[src/rtl/io_responder_pkg.sv]
// io_responder_pkg: register map, CTRL bit positions and the ID constant
// shared by the io_responder RTL.
//
// Contents:
//   reg_off_e      register offsets inside the 8-byte window
//   CTRL_*         bit positions inside the CTRL register
//   STATUS_EXPIRED bit position of the expiry flag in STATUS
//   ID_VALUE       constant returned by the ID register
//   ctrl_t         packed view of the implemented CTRL bits
//   ctrl_to_byte   CTRL as seen on the bus (unused bits read 0)
package io_responder_pkg;

  typedef enum logic [2:0] {
    REG_CTRL      = 3'd0,
    REG_STATUS    = 3'd1,
    REG_RELOAD_LO = 3'd2,
    REG_RELOAD_HI = 3'd3,
    REG_COUNT_LO  = 3'd4,
    REG_COUNT_HI  = 3'd5,
    REG_HEX       = 3'd6,
    REG_ID        = 3'd7
  } reg_off_e;

  localparam int CTRL_EN        = 0;
  localparam int CTRL_IRQ_EN    = 1;
  localparam int CTRL_AUTO      = 2;
  localparam int STATUS_EXPIRED = 0;

  localparam logic [7:0] ID_VALUE = 8'h65;

  // Field order matches the CTRL bit positions above.
  typedef struct packed {
    logic auto_reload;
    logic irq_en;
    logic en;
  } ctrl_t;

  function automatic logic [7:0] ctrl_to_byte(input ctrl_t c);
    return {5'b0, c};
  endfunction

endpackage

[src/rtl/io_responder_if.sv]
// io_responder_if: CPU bus between a bus master and the io_responder.
//
// Signals:
//   address     CPU bus address
//   data_write  CPU write data
//   read_write  1 = write, 0 = read
//   data_read   registered read data (one cycle after address)
//   sel         registered window hit for the previous-cycle address
//
// Modports: master (CPU side), slave (peripheral side).
interface io_responder_if;
  logic [15:0] address;
  logic [7:0]  data_write;
  logic        read_write;
  logic [7:0]  data_read;
  logic        sel;

  modport master (
    output address, data_write, read_write,
    input  data_read, sel
  );

  modport slave (
    input  address, data_write, read_write,
    output data_read, sel
  );
endinterface

[src/rtl/io_responder_tick.sv]
// tick_gen: prescaler producing a one-cycle tick every PRESCALE enabled
// clock cycles.
//
// Ports:
//   clk     clock, rising edge
//   rst     asynchronous active-low reset
//   clear   restart the prescale period
//   enable  count while high; counter held at 0 while low
//   tick    high for the last cycle of each period (combinational
//           from the counter register)
module tick_gen #(
  parameter int PRESCALE = 2500
) (
  input  logic clk,
  input  logic rst,
  input  logic clear,
  input  logic enable,
  output logic tick
);

  // A 1-bit counter keeps PRESCALE = 1 legal; it simply stays at 0.
  localparam int CW = (PRESCALE > 1) ? $clog2(PRESCALE) : 1;
  localparam logic [CW-1:0] LAST = CW'(PRESCALE - 1);

  logic [CW-1:0] cnt;

  assign tick = enable && (cnt == LAST);

  // NOTE: sequential state is written only with <= so every flop samples
  // pre-edge values regardless of statement order inside the block.
  always_ff @(posedge clk or negedge rst) begin
    if (!rst) begin
      cnt <= '0;
    end else if (clear || !enable || tick) begin
      cnt <= '0;
    end else begin
      cnt <= cnt + 1'b1;
    end
  end

endmodule

[src/rtl/io_responder.sv]
// io_responder: 8-byte memory-mapped peripheral with a 16-bit down-counting
// timer, expiry flag/interrupt, a HEX display register and an ID register.
//
// Parameters:
//   BASE_ADDR  8-byte-aligned base of the register window (default 16'hD000)
//   PRESCALE   clk cycles per timer tick, >= 1 (default 2500)
//
// Ports:
//   clk        clock, all state on the rising edge
//   rst        asynchronous active-low reset
//   bus        io_responder_if.slave: address, data_write, read_write in;
//              data_read, sel out (both registered)
//   hex_value  HEX register contents
//   irq        level interrupt, STATUS[0] & CTRL.IRQ_EN
//
// Configuration macro: IO_RESPONDER_IRQ_EN. When undefined, irq is tied 0
// and CTRL[1] reads 0 and ignores writes.
module io_responder #(
  parameter logic [15:0] BASE_ADDR = 16'hD000,
  parameter int          PRESCALE  = 2500
) (
  input  logic          clk,
  input  logic          rst,
  io_responder_if.slave bus,
  output logic [7:0]    hex_value,
  output logic          irq
);
  import io_responder_pkg::*;

  logic        hit, wr_hit, rd_hit;
  reg_off_e    offset;
  ctrl_t       ctrl;
  logic        status;
  logic [15:0] reload, count, count_next;
  logic [7:0]  shadow, hex_q, rd_mux;
  logic        tick, en_next, expire, en_rise, status_clr, irq_en_wr;

  assign hit    = (bus.address[15:3] == BASE_ADDR[15:3]);
  assign offset = reg_off_e'(bus.address[2:0]);
  assign wr_hit = hit &  bus.read_write;
  assign rd_hit = hit & ~bus.read_write;

  // Only a 0->1 transition of EN loads COUNT; rewriting EN=1 while running
  // leaves the count alone.
  assign en_rise    = wr_hit && (offset == REG_CTRL) && !ctrl.en
                      && bus.data_write[CTRL_EN];
  assign status_clr = wr_hit && (offset == REG_STATUS)
                      && bus.data_write[STATUS_EXPIRED];

`ifdef IO_RESPONDER_IRQ_EN
  assign irq_en_wr = bus.data_write[CTRL_IRQ_EN];
  assign irq       = status & ctrl.irq_en;
`else
  assign irq_en_wr = 1'b0;
  assign irq       = 1'b0;
`endif

  assign hex_value = hex_q;

  tick_gen #(
    .PRESCALE (PRESCALE)
  ) u_tick_gen (
    .clk    (clk),
    .rst    (rst),
    .clear  (en_rise),
    .enable (ctrl.en),
    .tick   (tick)
  );

  // Timer next state. COUNT == 0 on a tick also expires, so a reload value
  // of 0 fires on the first tick instead of wrapping.
  always_comb begin
    // NOTE: every output of this block gets a default first, so no path
    // leaves a variable unassigned and no latch is inferred.
    count_next = count;
    en_next    = ctrl.en;
    expire     = 1'b0;
    if (tick) begin
      if (count <= 16'd1) begin
        expire = 1'b1;
        if (ctrl.auto_reload) begin
          count_next = reload;
        end else begin
          count_next = '0;
          en_next    = 1'b0;
        end
      end else begin
        count_next = count - 16'd1;
      end
    end
  end

  // Read mux sees pre-edge register values; COUNT_HI returns the shadow
  // captured by the last COUNT_LO read so a 16-bit read is coherent.
  always_comb begin
    rd_mux = '0;
    case (offset)
      REG_CTRL:      rd_mux = ctrl_to_byte(ctrl);
      REG_STATUS:    rd_mux = {7'b0, status};
      REG_RELOAD_LO: rd_mux = reload[7:0];
      REG_RELOAD_HI: rd_mux = reload[15:8];
      REG_COUNT_LO:  rd_mux = count[7:0];
      REG_COUNT_HI:  rd_mux = shadow;
      REG_HEX:       rd_mux = hex_q;
      REG_ID:        rd_mux = ID_VALUE;
      default:       rd_mux = '0;
    endcase
  end

  always_ff @(posedge clk or negedge rst) begin
    if (!rst) begin
      ctrl          <= '0;
      status        <= 1'b0;
      reload        <= '0;
      count         <= '0;
      shadow        <= '0;
      hex_q         <= '0;
      bus.data_read <= '0;
      bus.sel       <= 1'b0;
    end else begin
      ctrl.en <= en_next;
      count   <= count_next;
      // A simultaneous expiry wins over a software clear.
      status  <= (status & ~status_clr) | expire;

      // Bus writes are applied after the timer update so a CTRL write
      // overrides the timer's own EN clear in the same cycle.
      if (wr_hit) begin
        case (offset)
          REG_CTRL: begin
            ctrl.en          <= bus.data_write[CTRL_EN];
            ctrl.irq_en      <= irq_en_wr;
            ctrl.auto_reload <= bus.data_write[CTRL_AUTO];
            if (en_rise) count <= reload;
          end
          REG_RELOAD_LO: reload[7:0]  <= bus.data_write;
          REG_RELOAD_HI: reload[15:8] <= bus.data_write;
          REG_HEX:       hex_q        <= bus.data_write;
          default: ;
        endcase
      end

      if (rd_hit && (offset == REG_COUNT_LO)) shadow <= count[15:8];

      bus.data_read <= rd_hit ? rd_mux : 8'h00;
      bus.sel       <= hit;
    end
  end

endmodule

[src/flat_wrapper.sv]
// flat-port wrapper written by rule: the top's interface ports become plain ports
module io_responder_flat import io_responder_pkg::*;
#(
  parameter logic [15:0] BASE_ADDR = 16'hD000,
  parameter int          PRESCALE  = 2500
)
  (clk, rst, hex_value, irq, bus_address, bus_data_write, bus_read_write, bus_data_read, bus_sel);
  io_responder_if bus_i ();
  input  logic clk;
  input  logic rst;
  output logic [7:0] hex_value;
  output logic irq;
  input wire logic [$bits(bus_i.address)-1:0] bus_address;
  input wire logic [$bits(bus_i.data_write)-1:0] bus_data_write;
  input wire logic [$bits(bus_i.read_write)-1:0] bus_read_write;
  output wire logic [$bits(bus_i.data_read)-1:0] bus_data_read;
  output wire logic [$bits(bus_i.sel)-1:0] bus_sel;
  assign bus_i.address = bus_address;
  assign bus_i.data_write = bus_data_write;
  assign bus_i.read_write = bus_read_write;
  assign bus_data_read = bus_i.data_read;
  assign bus_sel = bus_i.sel;
  io_responder #(.BASE_ADDR(BASE_ADDR), .PRESCALE(PRESCALE)) u_core (.clk(clk), .rst(rst), .bus(bus_i), .hex_value(hex_value), .irq(irq));
endmodule
[config.mk]
export PLATFORM = sky130hd
export DESIGN_NAME = io_responder_flat
export DESIGN_NICKNAME = d
export VERILOG_FILES = /design/src/rtl/io_responder_pkg.sv /design/src/rtl/io_responder_if.sv /design/src/rtl/io_responder_tick.sv /design/src/rtl/io_responder.sv /design/src/flat_wrapper.sv
export SDC_FILE = /design/constraint.sdc
export NUM_CORES = 1
export LEC_CHECK = 0
export ABC_AREA = 1
export CAP_MARGIN = 20
export CORE_MARGIN = 2
export CORE_UTILIZATION = 33
export DETAILED_ROUTE_END_ITERATION = 8
export GPL_ROUTABILITY_DRIVEN = 1
export GPL_TIMING_DRIVEN = 0
export SLEW_MARGIN = 20
export SYNTH_ARGS = -nofsm -noshare
export SYNTH_HDL_FRONTEND = slang
export SYNTH_SLANG_ARGS = --single-unit
[constraint.sdc]
create_clock -name clk -period 5 [get_ports clk]
set_clock_uncertainty 0.15 [all_clocks]
set_input_delay 1 -clock clk [delete_from_list [all_inputs] [get_ports clk]]
set_output_delay 1 -clock clk [all_outputs]
set_load 0.01 [all_outputs]
======== Word-level counts from Yosys, hierarchy flattened ========
Cells that the tools add are included.
word-level totals
  output and inout bits ................... 18
  register bits after elaboration ......... 72
  ROM bits ................................ 0
  memories ................................ 0
  RAM bits ................................ 0
  bits in latches ......................... 0
operators by class
  $lt $le $gt $ge ......................... 1
  eq/ne operators ......................... 9
  multiply operators ...................... 0
  bitwise logic cells ..................... 6
  div/mod/pow operators ................... 0
  reduce and logical (&&, ||, !) cells .... 15
  shift-type cells ........................ 0
  mux-type cells .......................... 16
  add/sub/neg operators ................... 2
operators by type and width
  kind                                                             number
  two-way mux 16 bit                                               6
  one-hot mux 8 bit (8 select lines)                               1
  less-or-equal comparator 16 x 1 -> 1 bit, second input constant  1
  subtractor 16 x 1 -> 16 bit, second input constant               1
  == test 13 bit, second input constant                            1
  adder 12 x 1 -> 12 bit, second input constant                    1
  == test 12 bit, second input constant                            1
  == test 3 bit, second input constant                             4
  two-way mux 12 bit                                               1
  two-way mux 8 bit                                                1
  AND reduction 2 bit                                              4
  logical AND 1 bit                                                7
  two-way mux 1 bit                                                7
  == test 3 x 2 -> 1 bit, second input constant                    2
  AND 1 bit                                                        3
  == test 3 x 1 -> 1 bit, second input constant                    1
  zero test 3 bit                                                  1
  logical OR 1 bit                                                 2
  inverter 1 bit                                                   2
  zero test 1 bit                                                  1
  OR 1 bit                                                         1

======== Longest topological paths before layout ========
Gate-level depths: netlist (run 1).
  depth in word-level cells ............... 8
  depth in mapped cells ................... 13

======== Hierarchy ========
Synthesis (run 1) repeated with hierarchy kept, for this count alone.
second synthesis, totals
  cell total of the unflattened synthesis .. 533
  area, all modules ....................... 3,962.6 um^2
modules (own cells, without submodules)
  module        sequential area each (um^2)  area an instance (um^2)  cells each  instances
  io_responder  1,501.4                      3,268.1                  445         1
  tick_gen      300.3                        694.4                    88          1

======== Least setup slack after synthesis (run 1) ========
No wires, ideal clock.
  path kind ............................... input port to flip-flop
  start point ............................. input port bus_address[8]
  end point ............................... register u_core.shadow[6]
  path slack .............................. 2,872 ps
  arrival time ............................ 1,852 ps
  cell stages on the path ................. 9
  required time ........................... 4,724 ps
  path buffers ............................ 1
  path through ............................ nor2_1 -> nand2_1 -> nor2_1 -> nand2_1 -> nor2_2 -> nand2_1 -> buf_6 -> nand2_1 -> o21ai_0
between the ends
  word-level cells in the longest chain between the ends .. 3
ends and longest elaborated chain
  element                 line                 text
  start: declaration      flat_wrapper.sv:13   input wire logic [$bits(bus_i.address)-1:0] bus_address;
  == test 13 bit          io_responder.sv:38   assign hit = (bus.address[15:3] == BASE_ADDR[15:3]);
  AND 1 bit               io_responder.sv:41   assign rd_hit = hit & ~bus.read_write;
  logical AND 1 bit       io_responder.sv:143  if (rd_hit && (offset == REG_COUNT_LO)) shadow <= count[15:8];
  end signal: assignment  io_responder.sv:143
  end: declaration        io_responder.sv:35   logic [7:0] shadow, hex_q, rd_mux;
Every way passes these cells.
A chain may end at the register's enable or synchronous reset.

======== Final worst setup path (run 1) ========
  start point ............................. input port bus_address[1]
  end point ............................... register u_core.shadow[6]
between the ends
  word-level cells in the longest chain between the ends .. 2
ends and longest elaborated chain
  element            line
  == test 3 bit      io_responder.sv:143
  logical AND 1 bit  io_responder.sv:143
Every way passes these cells.

==> flow_summary.ini, run 1 <==
[cts]
numCtsBuffers = 9
cts_setup_buffers = 0
clock-sinks = 72
clockRootBuffer = clkbuf_16
cts_hold_buf = 0
clk_latency_ns = 0.34
cts-resized-gates = 0
clk_path_buf_depth = 2
cts_tree = built
clkTransAtPathRegs_ns = 0.05
htree_levels = 3

[pwr]
clock_power_share = 0.514
p_leak_nw = 2.37
p_int_mw = 1.05
seqPwrFrac = 0.439
p_per_area_mw_per_mm2 = 257
swShare = 0.207
switching_power_uw = 275
max-vdd-ir-drop_v = 0.000153
p_comb_frac = 0.046

[setup_path]
timing.rr.end = u_core.count[15]
startpoint_type = input pin
r2r_start = u_core.count[0]
path_max_fanout = 10
path_class = in -> reg
critPathArrivalTime_ns = 2.85
endpoint = u_core.shadow[6]
r2r_slack_ns = 2.81
worstPathRequired_ns = 5.06
rr_worst_depth = 11
cp-startpoint = bus_address[1]
crit_path_end_kind = flip-flop

[route]
wl_met1_um = 5230
dr_total_vias = 3927
routed.top_layer = met4
drt_iter0_markers = 299
wl_per_cell_um = 14.2
wl_met2_um = 5450
firstDrtPassIters = 5
met3_wirelength_um = 648
viasPerCell = 4.82
drc = 0
drt_wl_total_um = 11600
postRouteAntennaNets = 0

[timing]
period_minus_slack_ns = 2.79
rsz0062_at_grt = false
setup_viol = 0
slew_headroom = 0.653
finalSetupTns_ns = 0
period_share = 0.558
worstMarginPinSlew_ns = 0.520
drv_slew = 0
hold_viol = 0
fmax_ghz = 0.358

[synthesis]
syn_avg_cell_area_um2 = 7.17
yosys.area_share.simple = 0.353
synth_top_family_by_area = simple AND/OR/NAND/NOR gates
syn_nets = 615
ys_seq_area_frac = 0.429
yosys.cell_types.count = 40
synthesis.instances = 585
ys_ff_latch = 72
synthAdderAreaFrac = 0.00895
yosys_warnings = 0
synth_compound_area_frac = 0.116
yosys.area_share.xor_xnor = 0.00835
netlist_area_mm2 = 0.00420
synth.mux.area_fraction = 0

[final_layout]
syn_to_final_growth_pct = 23.2
nets = 670
ff_latch_area_mm2 = 0.00180
nFillCells = 1324
layout_commonest_cell = nand2_1
final_cell_mix = nand2_1, dfrtp_1, inv_1
layoutNonFillerInstCount = 815
multi_input_area_mm2 = 0.00205
n_antenna_cell = 0
drive_gt1_frac = 0.0964

[place]
hpwl_um = 8800
place_congestion = 0.982
dp.cells = 801
numPortBuffers = 43

[global_route]
grtUsageTotal = 0.186
grt_pass1_wl_um = 19400
grt_antenna_before_repair = 0
gr-total-overflow = 0
grt_max_degree = 40
grt_pass1_vias = 3790

[floorplan]
die_area_mm2 = 0.0136
initial_utilization = 0.335
fp-row-count = 41
fp.dieW_um = 117
pin_count = 45
die_h_um = 117
coreArea_mm2 = 0.0125

[run]
max_cap_violations = 0

[min_path]
hold_class = reg -> reg
worstHoldPathCells = 1

[status]
status = completed
routing by layer:
layer,track usage,vias to the layer above
met4,0.0737,0
met5,0,-
li1,-,1964
met1,0.250,1821
met3,0.0332,20
met2,0.300,122
registers in the layout, summed over array words and instances, names as in the netlist:
| name | cells |
|---|---|
| u_core.reload | 16 |
| u_core.count | 16 |
| u_core.u_tick_gen.cnt | 12 |
| u_core.bus.sel | 1 |
| u_core.status | 1 |
| u_core.ctrl | 2 |
| u_core.bus.data_read | 8 |
| u_core.hex_value | 8 |
| u_core.shadow | 8 |
through the flow:
stage | total power, mW | area [um2] | hold WS [ns] | worst slack, ns | utilization
2_1_floorplan | 0.613 | 4200 | 0.283 | 2.87 | -
3_3_place_gp | 0.653 | 4840 | 0.299 | 0.190 | 0.387
3_5_place_dp | 0.656 | 4860 | 0.304 | 1.91 | 0.388
4_1_cts | 1.34 | 5170 | 0.311 | 2.25 | 0.413
5_1_grt | 1.38 | 5170 | 0.335 | 2.07 | 0.413
6_report | 1.33 | 5170 | 0.308 | 2.21 | 0.413
synth_stat cells:
cell      number  area share
a21oi_1       23       0.027
nand3_2        3      0.0072
dfrtp_1       72        0.43
nor4_1         2      0.0030
nor3_1        18       0.021
buf_4          1      0.0018
nor2_2         7       0.010
nor3_2         1      0.0024
o22ai_1        1      0.0015
buf_2          4      0.0048
nand2_4        2      0.0054
nand4_2        1      0.0030
ha_1           3      0.0089
nor2_4         4       0.011
a21oi_2        1      0.0021
inv_2          2      0.0018
nand3b_1       2      0.0036
a31oi_1        5      0.0075
a41oi_1        1      0.0021
nor2_1        59       0.053
o21ai_2        8       0.017
o21ai_1        3      0.0036
nand2_1      193        0.17
xor2_1         2      0.0042
clkinv_2       1      0.0012
o21ai_0       40       0.048
clkbuf_1       1     0.00089
clkinv_1       2      0.0018
a22oi_1        1      0.0018
xnor2_1        2      0.0042
nor3b_1        3      0.0054
o21bai_1       2      0.0036
or2_0          1      0.0015
a221oi_1       1      0.0021
conb_1         1     0.00089
nand3_1       30       0.036
inv_1         70       0.063
buf_6          3      0.0081
nor3_4         2      0.0078
nand2_2        7       0.010
area by class of cell:
cell class	instances	share of cell area
buffer	9	0.0126
timing repair buffer	44	0.0867
inverter	75	0.0547
tap	172	0.0416
clock inverter	3	0.0131
multi-input combinational	429	0.396
clock buffer	11	0.0470
sequential	72	0.349
worst min path at each step:
stage                                         from                        to
after floorplan           u_core.u_tick_gen.cnt[0]  u_core.u_tick_gen.cnt[0]
after global placement    u_core.u_tick_gen.cnt[0]  u_core.u_tick_gen.cnt[0]
after detailed placement  u_core.u_tick_gen.cnt[0]  u_core.u_tick_gen.cnt[0]
after CTS                 u_core.u_tick_gen.cnt[0]  u_core.u_tick_gen.cnt[0]
after global routing      u_core.u_tick_gen.cnt[0]  u_core.u_tick_gen.cnt[0]
final                     u_core.u_tick_gen.cnt[0]  u_core.u_tick_gen.cnt[0]
critical path, cell delays in order:
cell and delay [ns]:
clkdlybuf4s50_1 0.56, nor2_2 0.23, nand2_1 0.22, inv_1 0.21
nand2_1 0.25, buf_6 0.23, nand2_1 0.05, o21ai_0 0.08
cells by family after synthesis:
logic type / count (synthesis)
compound gates: 86
simple gates: 335
buf+inv: 84
fa+ha+maj: 3
flops: 72
xor+xnor: 4
other cells: 1
power groups by stage:
| stage | logic (mW) | registers, mW | clock network (mW) |
|---|---|---|---|
| final | 0.0616 | 0.583 | 0.683 |
| after global routing | 0.0683 | 0.583 | 0.726 |
| after CTS | 0.0623 | 0.583 | 0.696 |
| after detailed placement | 0.0623 | 0.594 | 0 |
| after global placement | 0.0597 | 0.594 | 0 |
| after floorplan | 0.0190 | 0.594 | 0 |
Power figures use the tool's default switching activity.
==> run 2, diff against run 1 <==
- clock period: 5 -> 2.3 ns (I/O delays scaled with it)
==> run 2 against run 1 <==
  * Worst setup slack worse by 2.1 ns
  * Routed wire length up 0.49%
  * Register-to-register slack worse by 2.6 ns
  * Clock power up 120%
  * Worst hold slack about the same
  * Via count up 0.87%
  * Final cell count up 0.37%
  * Sequential power up 120%
  * Combinational power up 120%
  * Count of clock-buffer cells in the layout unchanged
  * Critical path depth unchanged
  * Cell area up 0.58%
  * Largest power group unchanged
  * Highest routed layer unchanged
==> flow_summary.ini, run 2 (synthesis gave the netlist of run 1 again) <==
[floorplan]
coreArea_mm2 = 0.0125
fp-row-count = 41
die_area_mm2 = 0.0136
die_h_um = 117
fp.dieW_um = 117
pin_count = 45
initial_utilization = 0.335

[timing]
period_minus_slack_ns = 2.15
drv_slew = 0
setup_viol = 0
worstMarginPinSlew_ns = 0.507
period_share = 0.936
slew_headroom = 0.662
rsz0062_at_grt = false
hold_viol = 0
fmax_ghz = 0.464

[setup_path]
critical-path-max-stage-delay_ns = 0.55
path_class = in -> reg
path_cells = clkdlybuf4s50_1 > nor2_2 > nand2_1 > inv_1 > nand2_2 > buf_6 > nand2_1 > o21ai_0
path_max_fanout = 10
crit_top_cell = nand2_1
crit_path_end_kind = flip-flop
slowest_stage = clkdlybuf4s50_1
critPathArrivalTime_ns = 2.22
startpoint_type = input pin
worstPathRequired_ns = 2.36

[final_layout]
layoutNonFillerInstCount = 818
top_regs = u_core.count: 16 flops, u_core.reload: 16 flops, u_core.u_tick_gen.cnt: 12 flops
syn_to_final_growth_pct = 23.9
drive_gt1_frac = 0.104
ff_latch_area_mm2 = 0.00180
final_area_mm2 = 0.00520
n_antenna_cell = 0
nets = 673
layout_commonest_cell = nand2_1
multi_input_area_mm2 = 0.00205
nFillCells = 1322
final_cell_mix = nand2_1, dfrtp_1, inv_1

[route]
drt_iter0_markers = 328
wl_per_cell_um = 14.2
postRouteAntennaNets = 0
drt_wl_total_um = 11600
viasPerCell = 4.84
dr_total_vias = 3961
firstDrtPassIters = 5
drc = 0

[cts]
htree_levels = 3
numCtsBuffers = 9
clk_path_buf_depth = 2
clock-sinks = 72
clkTransAtPathRegs_ns = 0.05
cts_tree = built
clockRootBuffer = clkbuf_16
clk_latency_ns = 0.34

[place]
dp.cells = 801
hpwl_um = 8800
place_congestion = 0.982
numPortBuffers = 43
dpl_cell_area_mm2 = 0.00486

[status]
status = completed

[pwr]
max-vdd-ir-drop_v = 0.000335
p_per_area_mw_per_mm2 = 557
p_leak_nw = 2.38

[global_route]
grt_antenna_before_repair = 0
grtUsageTotal = 0.187
grt_pass1_vias = 3793
grt_pass1_wl_um = 19500
grt_max_degree = 40
gr-total-overflow = 0

[min_path]
hold_class = reg -> reg

[run]
max_cap_violations = 0
## run 2: cell count changes in the layout (fill, tap and decap cells not counted), sizes merged
cell	previous run	this run
buf	10	12
dlygate4sd3	0	1
## run 2: final cells by class
| cell class | instances | share of cell area |
|---|---|---|
| multi-input combinational | 429 | 0.394 |
| tap | 172 | 0.0414 |
| timing repair buffer | 47 | 0.0910 |
| sequential | 72 | 0.347 |
| clock inverter | 3 | 0.0130 |
| clock buffer | 11 | 0.0467 |
| buffer | 9 | 0.0125 |
| inverter | 75 | 0.0544 |
## run 2: report_power, final
group	leakage [nW]	switching (mW)	total (mW)	internal, mW
combinational	1.28	0.0788	0.135	0.0562
clock	0.148	0.525	1.49	0.967
sequential	0.954	0.000322	1.27	1.27
## run 2: routing by layer
layer  global-route usage  part of all wire  vias to the layer above
met5                    0                 0                        -
met4               0.0737             0.020                        0
met3               0.0332             0.059                       21
met2                0.300              0.47                      132
met1                0.251              0.45                     1841
li1                     -                 -                     1967
## run 2: final timing paths
kind                                          start                  endpoint  slack (ns)  cells past startpoint
max reg2reg                         u_core.count[0]          u_core.count[15]        0.22                     11
max in group asynchronous                       rst   u_core.bus.data_read[4]        0.98                      3
max                                  bus_address[1]          u_core.shadow[6]        0.15                      8
min                        u_core.u_tick_gen.cnt[0]  u_core.u_tick_gen.cnt[0]        0.31                      1
min reg2reg                u_core.u_tick_gen.cnt[0]  u_core.u_tick_gen.cnt[0]        0.31                      1
min in group asynchronous                       rst  u_core.u_tick_gen.cnt[4]        0.46                      2
## run 2: timing repair
action,CTS,global route
setup endpoints to repair,0,14
hold endpoints to repair,33,0
hold buffers,1,0
buffers inserted,0,2
gates resized for setup,0,3
## run 2: through the flow
step / worst slack, ns / setup TNS [ns] / utilization / hold slack, ns / total power [mW]
after floorplan: 0.572 / 0 / - / 0.0144 / 1.33
after global placement: -1.97 / -144.31 / 0.387 / 0.299 / 1.42
after detailed placement: -0.248 / -4.09 / 0.388 / 0.280 / 1.43
after CTS: 0.0899 / 0 / 0.414 / 0.311 / 2.92
after global routing: 0.0148 / 0 / 0.415 / 0.335 / 3.00
final: 0.147 / 0 / 0.415 / 0.308 / 2.89
## run 2: worst max-delay path, delay by kind of cell
kind,cells,cell delay (ns)
AOI/OAI and AO/OA,1,0.08
buffers and inverters,3,0.98
and+or+nand+nor,4,0.69
==> run 3, diff against run 2 <==
--- a/config.mk
+++ b/config.mk
@@ -10,3 +10,3 @@
 export CORE_MARGIN = 2
-export CORE_UTILIZATION = 33
+export CORE_UTILIZATION = 51
 export DETAILED_ROUTE_END_ITERATION = 8
@@ -14,2 +14,3 @@
 export GPL_TIMING_DRIVEN = 0
+export PLACE_DENSITY = 0.76
 export SLEW_MARGIN = 20
--- a/constraint.sdc
+++ b/constraint.sdc
@@ -4,2 +4,2 @@
 set_output_delay 0.46 -clock clk [all_outputs]
-set_load 0.01 [all_outputs]
+set_load 0.05 [all_outputs]
==> run 3 against run 2 <==
  * Global-route usage rose by 8.3 points
  * Register-to-register slack worse by 0.03 ns
  * Flip-flop and latch count stayed put
  * Routed wire length fell by 4.6%
==> flow_summary.ini, run 3 (synthesis gave the netlist of run 1 again) <==
[setup_path]
critical-path-max-stage-delay_ns = 0.82
path_max_fanout = 3
critPathArrivalTime_ns = 1.58
startpoint_type = flip-flop
r2r_start = u_core.count[0]
worst-path-stages = 1
path_cells = clkdlybuf4s50_1
worstPathRequired_ns = 1.69
r2r_slack_ns = 0.19
cp-startpoint = u_core.hex_value[6]
cp_top_family = buffers and inverters
timing.rr.end = u_core.count[10]
path_class = reg -> out
worst-path-buf-inv = 1
endpoint = hex_value[6]
rr_worst_depth = 11
crit_path_end_kind = primary output
slowest_stage = clkdlybuf4s50_1

[run]
max_cap_violations = 0

[final_layout]
nets = 671
utilization = 0.620
nFillCells = 754
drive_gt1_frac = 0.104
top_regs = u_core.count: 16 flops, u_core.reload: 16 flops, u_core.u_tick_gen.cnt: 12 flops
final_cell_mix = nand2_1, dfrtp_1, inv_1
n_antenna_cell = 0
layout_commonest_cell = nand2_1
syn_to_final_growth_pct = 19.6

[route]
drt_iter0_markers = 306
firstDrtPassIters = 5
wl_per_cell_um = 14.7
dr_total_vias = 3986
drc = 0
drt_wl_total_um = 11100
viasPerCell = 5.31
postRouteAntennaNets = 0

[timing]
slew_headroom = 0.658
worstMarginPinSlew_ns = 0.512
timing.hold.ws_ns = 0.333
fin_ws_ns = 0.106
setup_viol = 0
rsz0062_at_grt = false
finalSetupTns_ns = 0
period_minus_slack_ns = 2.19
drv_slew = 0
period_share = 0.954
hold_viol = 0
fmax_ghz = 0.456

[place]
place_ws_ns = -0.263
hpwl_um = 8540
numPortBuffers = 43
place_congestion = 1.00

[cts]
clock-sinks = 72
clk_latency_ns = 0.35
cts_tree = built
numCtsBuffers = 9
htree_levels = 3
clk_path_buf_depth = 2
clkTransAtPathRegs_ns = 0.09
clockRootBuffer = clkbuf_8

[floorplan]
pin_count = 45
initial_utilization = 0.518
fp.dieW_um = 94.7
die_h_um = 94.7
fp-row-count = 33
die_area_mm2 = 0.00897
coreArea_mm2 = 0.00809

[global_route]
grt_antenna_before_repair = 0
grt_pass1_wl_um = 18600
grt_max_degree = 44
grtUsageTotal = 0.270
gr-total-overflow = 0
grt_pass1_vias = 3921

[pwr]
p_total_mw = 2.56
max-vdd-ir-drop_v = 0.000345
p_per_area_mw_per_mm2 = 510
p_leak_nw = 2.34

[min_path]
hold_class = reg -> reg
worstHoldPathCells = 1

[status]
status = completed
run 3: area by class of cell:
cell class              count  area [um2]  share of cell area
multi-input cells         429        2050               0.408
well taps                 105         131              0.0262
clock buffers              10         138              0.0274
repair buffers             45         458              0.0913
plain buffers               9        65.1              0.0130
inverters                  75         283              0.0564
clock inverters             6        91.3              0.0182
flip-flops and latches     72        1800               0.359
run 3: routing by layer:
| metal | track usage | vias to the layer above | routed length [um] |
|---|---|---|---|
| met1 | 0.340 | 1822 | 4550 |
| met3 | 0.0423 | 37 | 745 |
| li1 | - | 1968 | - |
| met5 | 0 | - | 0 |
| met4 | 0.105 | 0 | 365 |
| met2 | 0.466 | 159 | 5420 |
run 3: worst min path at each step:
stage                             startpoint                        to  slack (ns)
floorplan                                rst   u_core.bus.data_read[0]        0.01
global placement    u_core.u_tick_gen.cnt[0]  u_core.u_tick_gen.cnt[0]        0.30
detailed placement                       rst  u_core.u_tick_gen.cnt[5]        0.27
CTS                 u_core.u_tick_gen.cnt[0]  u_core.u_tick_gen.cnt[0]        0.33
global route                u_core.shadow[0]          u_core.shadow[0]        0.37
finish              u_core.u_tick_gen.cnt[0]  u_core.u_tick_gen.cnt[0]        0.33
run 3: repair_timing:
item | in CTS | in global routing
endpoints found under the hold margin | 29 | 0
endpoints found under the setup margin | 0 | 14
setup buffers | 0 | 0
gates resized for setup | 0 | 2
hold buffers | 1 | 0
run 3: power breakdown:
group	switching, mW	internal (mW)
clock network	0.509	0.646
logic	0.0808	0.0563
registers	0.000324	1.26
total	0.590	1.97
run 3: through the flow:
step	instances	cell area, um2
floorplan	585	4200
CTS	751	5010
global placement	733	4760
detailed placement	734	4770
global route	751	5020
finish	751	5020
